**src/rtl/if_fetch_pkg.sv**
```systemverilog
// Shared definitions for the instruction fetch stage: RV32 opcodes, reset
// defaults and the fetch FSM state encoding.
package if_fetch_pkg;

   localparam logic [6:0] OPC_LOAD   = 7'b0000011;
   localparam logic [6:0] OPC_OP_IMM = 7'b0010011;
   localparam logic [6:0] OPC_AUIPC  = 7'b0010111;
   localparam logic [6:0] OPC_STORE  = 7'b0100011;
   localparam logic [6:0] OPC_OP     = 7'b0110011;
   localparam logic [6:0] OPC_LUI    = 7'b0110111;
   localparam logic [6:0] OPC_BRANCH = 7'b1100011;
   localparam logic [6:0] OPC_JALR   = 7'b1100111;
   localparam logic [6:0] OPC_JAL    = 7'b1101111;

   localparam logic [31:0] RESET_PC_DEFAULT = 32'h0000_0000;
   localparam logic [31:0] NOP_INSTR_WORD   = 32'h0000_0013;

   typedef enum logic [1:0] {
      IDLE = 2'd0,
      WAIT = 2'd1,
      DROP = 2'd2
   } fetchState_e;

   function automatic logic [31:0] alignPc(input logic [31:0] pc);
      return pc & 32'hFFFF_FFFC;
   endfunction

endpackage

```
**src/rtl/if_fetch_buf.sv**
```systemverilog
// Two-entry FIFO of {pc, word} pairs sitting between instruction memory
// and the decoder; flush empties it in a single cycle.
module if_buf (
   input  logic        clk,
   input  logic        rst_n,
   input  logic        push_i,
   input  logic [31:0] pushPc_i,
   input  logic [31:0] pushWord_i,
   input  logic        pop_i,
   input  logic        flush_i,
   output logic [31:0] headPc_o,
   output logic [31:0] headWord_o,
   output logic        full_o,
   output logic        empty_o,
   output logic [1:0]  count_o
);

   logic [31:0] pc_q   [2];
   logic [31:0] word_q [2];
   logic        rdPtr_q, rdPtr_d;
   logic [1:0]  count_q, count_d;
   logic        doPush, doPop, wrPtr;

   // With only two slots the write slot is the head slot when the count is
   // even and the other slot when it is odd.
   always_comb begin
      doPop   = pop_i && (count_q != 2'd0);
      doPush  = push_i && ((count_q != 2'd2) || doPop);
      wrPtr   = rdPtr_q ^ count_q[0];
      rdPtr_d = rdPtr_q ^ doPop;
      count_d = count_q + {1'b0, doPush} - {1'b0, doPop};
      if (flush_i) begin
         rdPtr_d = 1'b0;
         count_d = 2'd0;
      end
   end

   always_ff @(posedge clk or negedge rst_n) begin
      if (!rst_n) begin
         rdPtr_q <= 1'b0;
         count_q <= 2'd0;
         for (int i = 0; i < 2; i++) begin
            pc_q[i]   <= 32'h0;
            word_q[i] <= 32'h0;
         end
      end else begin
         rdPtr_q <= rdPtr_d;
         count_q <= count_d;
         if (doPush && !flush_i) begin
            pc_q[wrPtr]   <= pushPc_i;
            word_q[wrPtr] <= pushWord_i;
         end
      end
   end

   assign headPc_o   = pc_q[rdPtr_q];
   assign headWord_o = word_q[rdPtr_q];
   assign full_o     = (count_q == 2'd2);
   assign empty_o    = (count_q == 2'd0);
   assign count_o    = count_q;

endmodule

```
**src/rtl/if_fetch.sv**
```systemverilog
// Instruction fetch stage: issues one outstanding memory request at a time,
// buffers returned words for the decoder and handles execute redirects.
module if_fetch
   import if_fetch_pkg::*;
#(
   parameter logic [31:0] RESET_PC  = RESET_PC_DEFAULT,
   parameter logic [31:0] NOP_INSTR = NOP_INSTR_WORD
) (
   input  logic        clk,
   input  logic        rst_n,
   output logic        imem_req,
   output logic [31:0] imem_addr,
   input  logic        imem_gnt,
   input  logic        imem_rvalid,
   input  logic [31:0] imem_rdata,
   input  logic        redirect_valid,
   input  logic [31:0] redirect_pc,
   output logic        instr_valid,
   output logic [31:0] instr,
   output logic [31:0] instr_pc,
   input  logic        id_ready
);

   fetchState_e state_q, state_d;
   logic [31:0] fpc_q, fpc_d;
   logic [31:0] reqPc_q, reqPc_d;
   logic        outstanding, granted;
   logic [1:0]  occupancy;
   logic        bufPush, bufPop, bufFull, bufEmpty;
   logic [1:0]  bufCount;
   logic [31:0] headPc, headWord;

   assign outstanding = (state_q != IDLE);
   assign occupancy   = bufCount + {1'b0, outstanding};
   assign imem_req    = rst_n && !outstanding && (occupancy < 2'd2);
   assign imem_addr   = fpc_q;
   assign granted     = imem_req && imem_gnt;

   // A redirect always wins over the sequential fpc+4 step; a request granted
   // in the redirect cycle is already stale, so its response must be dropped.
   always_comb begin
      state_d = state_q;
      fpc_d   = fpc_q;
      reqPc_d = reqPc_q;
      case (state_q)
         IDLE: begin
            if (granted) begin
               state_d = redirect_valid ? DROP : WAIT;
               reqPc_d = fpc_q;
               fpc_d   = fpc_q + 32'd4;
            end
         end
         WAIT: begin
            if (imem_rvalid)
               state_d = IDLE;
            else if (redirect_valid)
               state_d = DROP;
         end
         DROP: begin
            if (imem_rvalid)
               state_d = IDLE;
         end
         default: state_d = IDLE;
      endcase
      if (redirect_valid)
         fpc_d = alignPc(redirect_pc);
   end

   always_ff @(posedge clk or negedge rst_n) begin
      if (!rst_n) begin
         state_q <= IDLE;
         fpc_q   <= alignPc(RESET_PC);
         reqPc_q <= 32'h0;
      end else begin
         state_q <= state_d;
         fpc_q   <= fpc_d;
         reqPc_q <= reqPc_d;
      end
   end

   assign bufPop  = instr_valid && id_ready;
   assign bufPush = (state_q == WAIT) && imem_rvalid && !redirect_valid && (!bufFull || bufPop);

   if_buf u_buf (
      .clk        (clk),
      .rst_n      (rst_n),
      .push_i     (bufPush),
      .pushPc_i   (reqPc_q),
      .pushWord_i (imem_rdata),
      .pop_i      (bufPop),
      .flush_i    (redirect_valid),
      .headPc_o   (headPc),
      .headWord_o (headWord),
      .full_o     (bufFull),
      .empty_o    (bufEmpty),
      .count_o    (bufCount)
   );

   assign instr_valid = !bufEmpty;
   assign instr       = bufEmpty ? NOP_INSTR : headWord;
   assign instr_pc    = bufEmpty ? 32'h0 : headPc;

endmodule

```
**config.mk**
```make
export PLATFORM = sky130hd
export DESIGN_NAME = if_fetch
export DESIGN_NICKNAME = d
export VERILOG_FILES = /design/src/rtl/if_fetch_pkg.sv /design/src/rtl/if_fetch_buf.sv /design/src/rtl/if_fetch.sv
export SDC_FILE = /design/constraint.sdc
export NUM_CORES = 1
export LEC_CHECK = 0
export BUFFER_PORTS_ARGS = -buffer_cell sky130_fd_sc_hd__buf_2
export CAP_MARGIN = 20
export CORE_MARGIN = 2
export CORE_UTILIZATION = 56
export DETAILED_ROUTE_END_ITERATION = 10
export GPL_ROUTABILITY_DRIVEN = 0
export GPL_TIMING_DRIVEN = 0
export HOLD_SLACK_MARGIN = 0.02
export PLACE_DENSITY = 0.81
export SLEW_MARGIN = 25
export SYNTH_ARGS = -nofsm -noshare
export SYNTH_HDL_FRONTEND = slang
export SYNTH_SLANG_ARGS = --single-unit
```
**constraint.sdc**
```tcl
create_clock -name clk -period 3.1 [get_ports clk]
set_clock_uncertainty 0.2 [all_clocks]
set_input_delay 0.155 -clock clk [delete_from_list [all_inputs] [get_ports clk]]
set_output_delay 0.155 -clock clk [all_outputs]
set_load 0.02 [all_outputs]
```
==> flow_metrics.env <==
export IMPL_slew_headroom_pct=46.6
export IMPL_slowest_delay_ps=580
export IMPL_finalCriticalPeriod_ps=3000
export IMPL_ys_async_sr_fraction_pct=100
export IMPL_crit_chain="or4b_1 -> buf_2 -> or4_1 -> buf_2 -> buf_2 -> o41ai_1 -> a31oi_1"
export IMPL_core_region_area_um2=15200
export IMPL_overflow=0
export IMPL_period_share_pct=96.8
export IMPL_synth_warnings=0
export IMPL_wire_per_inst_um=18.5
export IMPL_cp_top_family="simple AND/OR/NAND/NOR gates"
export IMPL_synth_xor_area_share_pct=1.10
export IMPL_clkSlewWorstSetupHoldPaths_ps=70
export IMPL_cts_tree="yes"
export IMPL_required_ps=3170
export IMPL_final_hold_violation_count=0
export IMPL_grt_pass1_vias=6740
export IMPL_tightest_slew_ps=801
export IMPL_max_freq_mhz=333
export IMPL_io_buffers=160
export IMPL_drt_iter0_markers=469
export IMPL_drive_gt1_share_pct=35.7
export IMPL_utilization_pct=73.5
export IMPL_rsz0062_at_grt="false"
export IMPL_initial_core_util_pct=57.4
export IMPL_grt_pass1_wl_mm=34.3
export IMPL_reg2reg_depth=7
export IMPL_arrival_ps=3070
export IMPL_cp_slowest_cell="or4_1"
export IMPL_ys_seq_area_share_pct=54.2
export IMPL_setup_viol=0
export IMPL_status="complete, no violations"
export IMPL_synthDominantCellAreaShare_pct=54.2
export IMPL_irDropWorstVdd_mv=0.494
export IMPL_ios=168
export IMPL_antenna_found_initial=0
export IMPL_maxCapViolations=0
export IMPL_netlist_top_cells_count="189 x dfrtp_1, 148 x mux2_2, 79 x nor2_1"
export IMPL_synthAdderAreaFrac_pct=0.430
export IMPL_syn_to_final_growth_pct=28.0
export IMPL_drv_slew=0
export IMPL_cts_sinks=189
export IMPL_drt_vias_per_instance=5.81
export IMPL_ys_flop_type="dfrtp_1"
export IMPL_nNetsFinal=1051
export IMPL_antenna_left=0
export IMPL_critPathMaxFanout=10
export IMPL_end_kind="flop"
export IMPL_hold_path_class="in -> reg"
export IMPL_vias=6845
export IMPL_row_count=45
export IMPL_routed_wl_mm=21.8
export IMPL_die_area_um2=16600
export IMPL_mappedNetlistArea_um2=8730
export IMPL_path_common_cell="buf_2"
export IMPL_synth_seq_cells=189
export IMPL_die_h_um=129
export IMPL_clock_path_buffers=2
export IMPL_tns_ps=0
export IMPL_grt_max_degree=98
export IMPL_dp_hpwl_mm=13.8
export IMPL_gr_usage_all_layers_pct=26.7
export IMPL_fp_dieW_um=129
export IMPL_p_per_area_nw_per_um2=856
export IMPL_drc=0
export IMPL_clk_latency_ps=420
export IMPL_post_synth_top_count_cell="dfrtp_1"
export IMPL_synth_top_area_cell="dfrtp_1"
export IMPL_synth_compound_area_share_pct=4.26
export IMPL_startpoint_type="flop"
export IMPL_netlist_instances=725
export IMPL_critPathKind="reg -> reg"
export IMPL_synth_simple_area_share_pct=11.0
export IMPL_htreeDepth=4
export IMPL_cp_buffers_inverters=3
export IMPL_fin_ws_ps=98.8
export IMPL_place_ws_ps=-598
export IMPL_cts_root_buf="clkbuf_16"
export IMPL_cts_buffers=17
export IMPL_syn_area_per_cell_um2=12.0
export IMPL_p_leak_nw=5.22
export IMPL_yosys_top_cells_area="dfrtp_1 54%, mux2_2 19%, mux2i_1 7.2%"
export IMPL_synthMuxAreaShare_pct=26.3
export IMPL_path_depth=7
export IMPL_diodes=0
export IMPL_dr_pass1_iters=5
export IMPL_synth_edf_count=0
export IMPL_hold_path_depth=3
export IMPL_synth_top_family_by_area="multiplexers"
export IMPL_synth_cell_types=42
## final cells by class
class	count	area, um2
fill	1010	4030
buffer	48	199
clock inverter	12	134
clock buffer	20	457
sequential	189	4730
inverter	10	37.5
timing repair buffer	231	1600
multi-input combinational	481	3780
tap	188	235
## repair_timing
action,CTS,global route
endpoints found under the setup margin,12,48
resized for setup,1,2
cloned,0,1
setup buffers,0,0
hold endpoints to repair,286,150
hold buffers,65,4
## cell families (layout without fill, tap and decap cells)
family / Yosys count / count (layout)
multiplexers: 211 / 211
AND/OR/NAND/NOR: 195 / 195
flip-flops: 189 / 189
buffers and inverters: 58 / 321
AO/OA/AOI/OAI: 57 / 57
XOR/XNOR: 11 / 11
adder cells (fa/ha/maj): 3 / 3
other: 1 / 4
## path summary, 6_finish.rpt
path                                                   start                            to  slack [ps]
worst min register to register  u_buf.word_q[44]$_DFFE_PN0P_  u_buf.word_q[44]$_DFFE_PN0P_         300
worst max-delay path                  state_q[1]$_DFFE_PN0P_     imem_addr[23]$_DFFE_PN0P_         100
worst max register to register        state_q[1]$_DFFE_PN0P_     imem_addr[23]$_DFFE_PN0P_         100
max in group asynchronous                              rst_n       reqPc_q[28]$_DFFE_PN0P_        1810
worst min-delay path                                imem_gnt       reqPc_q[12]$_DFFE_PN0P_         100
min in group asynchronous                              rst_n  u_buf.word_q[18]$_DFFE_PN0P_         230
## placed cells by master (no fill, tap or decap), types with 4 or more instances in the layout
cell / synthesis / routed
dfrtp_1: 189 / 189
buf_2: 3 / 162
mux2_2: 148 / 148
nor2_1: 79 / 79
dlygate4sd3_1: 0 / 67
mux2i_1: 63 / 63
clkbuf_1: 33 / 34
nand2_1: 34 / 34
o21ai_0: 18 / 18
nand3_1: 18 / 18
clkbuf_16: 0 / 18
or4_1: 15 / 15
nand4_1: 14 / 14
a31oi_1: 13 / 13
inv_1: 9 / 9
buf_1: 8 / 8
o31ai_1: 7 / 7
xor2_1: 6 / 6
nor3_1: 6 / 6
o211ai_1: 6 / 6
xnor2_1: 5 / 5
or3_1: 5 / 5
and2_1: 4 / 4
o41ai_1: 4 / 4
buf_4: 4 / 4
conb_1: 1 / 4
inv_6: 0 / 4
buf_16: 0 / 4
## metrics by stage
stage	area, um2	std cells	hold WS, ps	power, W
2_1_floorplan	8740	728	-341	0.00623
3_3_place_gp	9780	1076	165	0.00715
3_5_place_dp	9820	1077	26.4	0.00731
4_1_cts	11100	1174	-519	0.00956
5_1_grt	11200	1179	110	0.0101
6_report	11200	1179	100	0.00956
## layer usage
metal	up-vias	track usage [%]	share of wire, %
li1	3109	-	-
met1	3380	36.0	43
met2	329	44.6	49
met3	27	4.78	6.5
met4	0	7.80	1.4
met5	-	0	0
## flip-flops by register name, indices dropped and copies added (netlist names)
name / cells
state_q: 2
u_buf.rdPtr_q: 1
u_buf.pc_q: 60
u_buf.word_q: 64
imem_addr: 30
u_buf.count_o: 2
reqPc_q: 30
## power by group
group | internal, W | switching [W] | total, W
logic | 0.00153 | 0.00183 | 0.00336
registers | 0.00341 | 0.000633 | 0.00404
clock network | 0.00124 | 0.000925 | 0.00216
## worst reg2reg max path, stage by stage, from the launching register on
cell     delay (ps)
dfrtp_1         430
or4b_1          530
buf_2           190
or4_1           580
buf_2           190
buf_2           190
o41ai_1         400
a31oi_1         160
(Power assumes the default switching activity.)
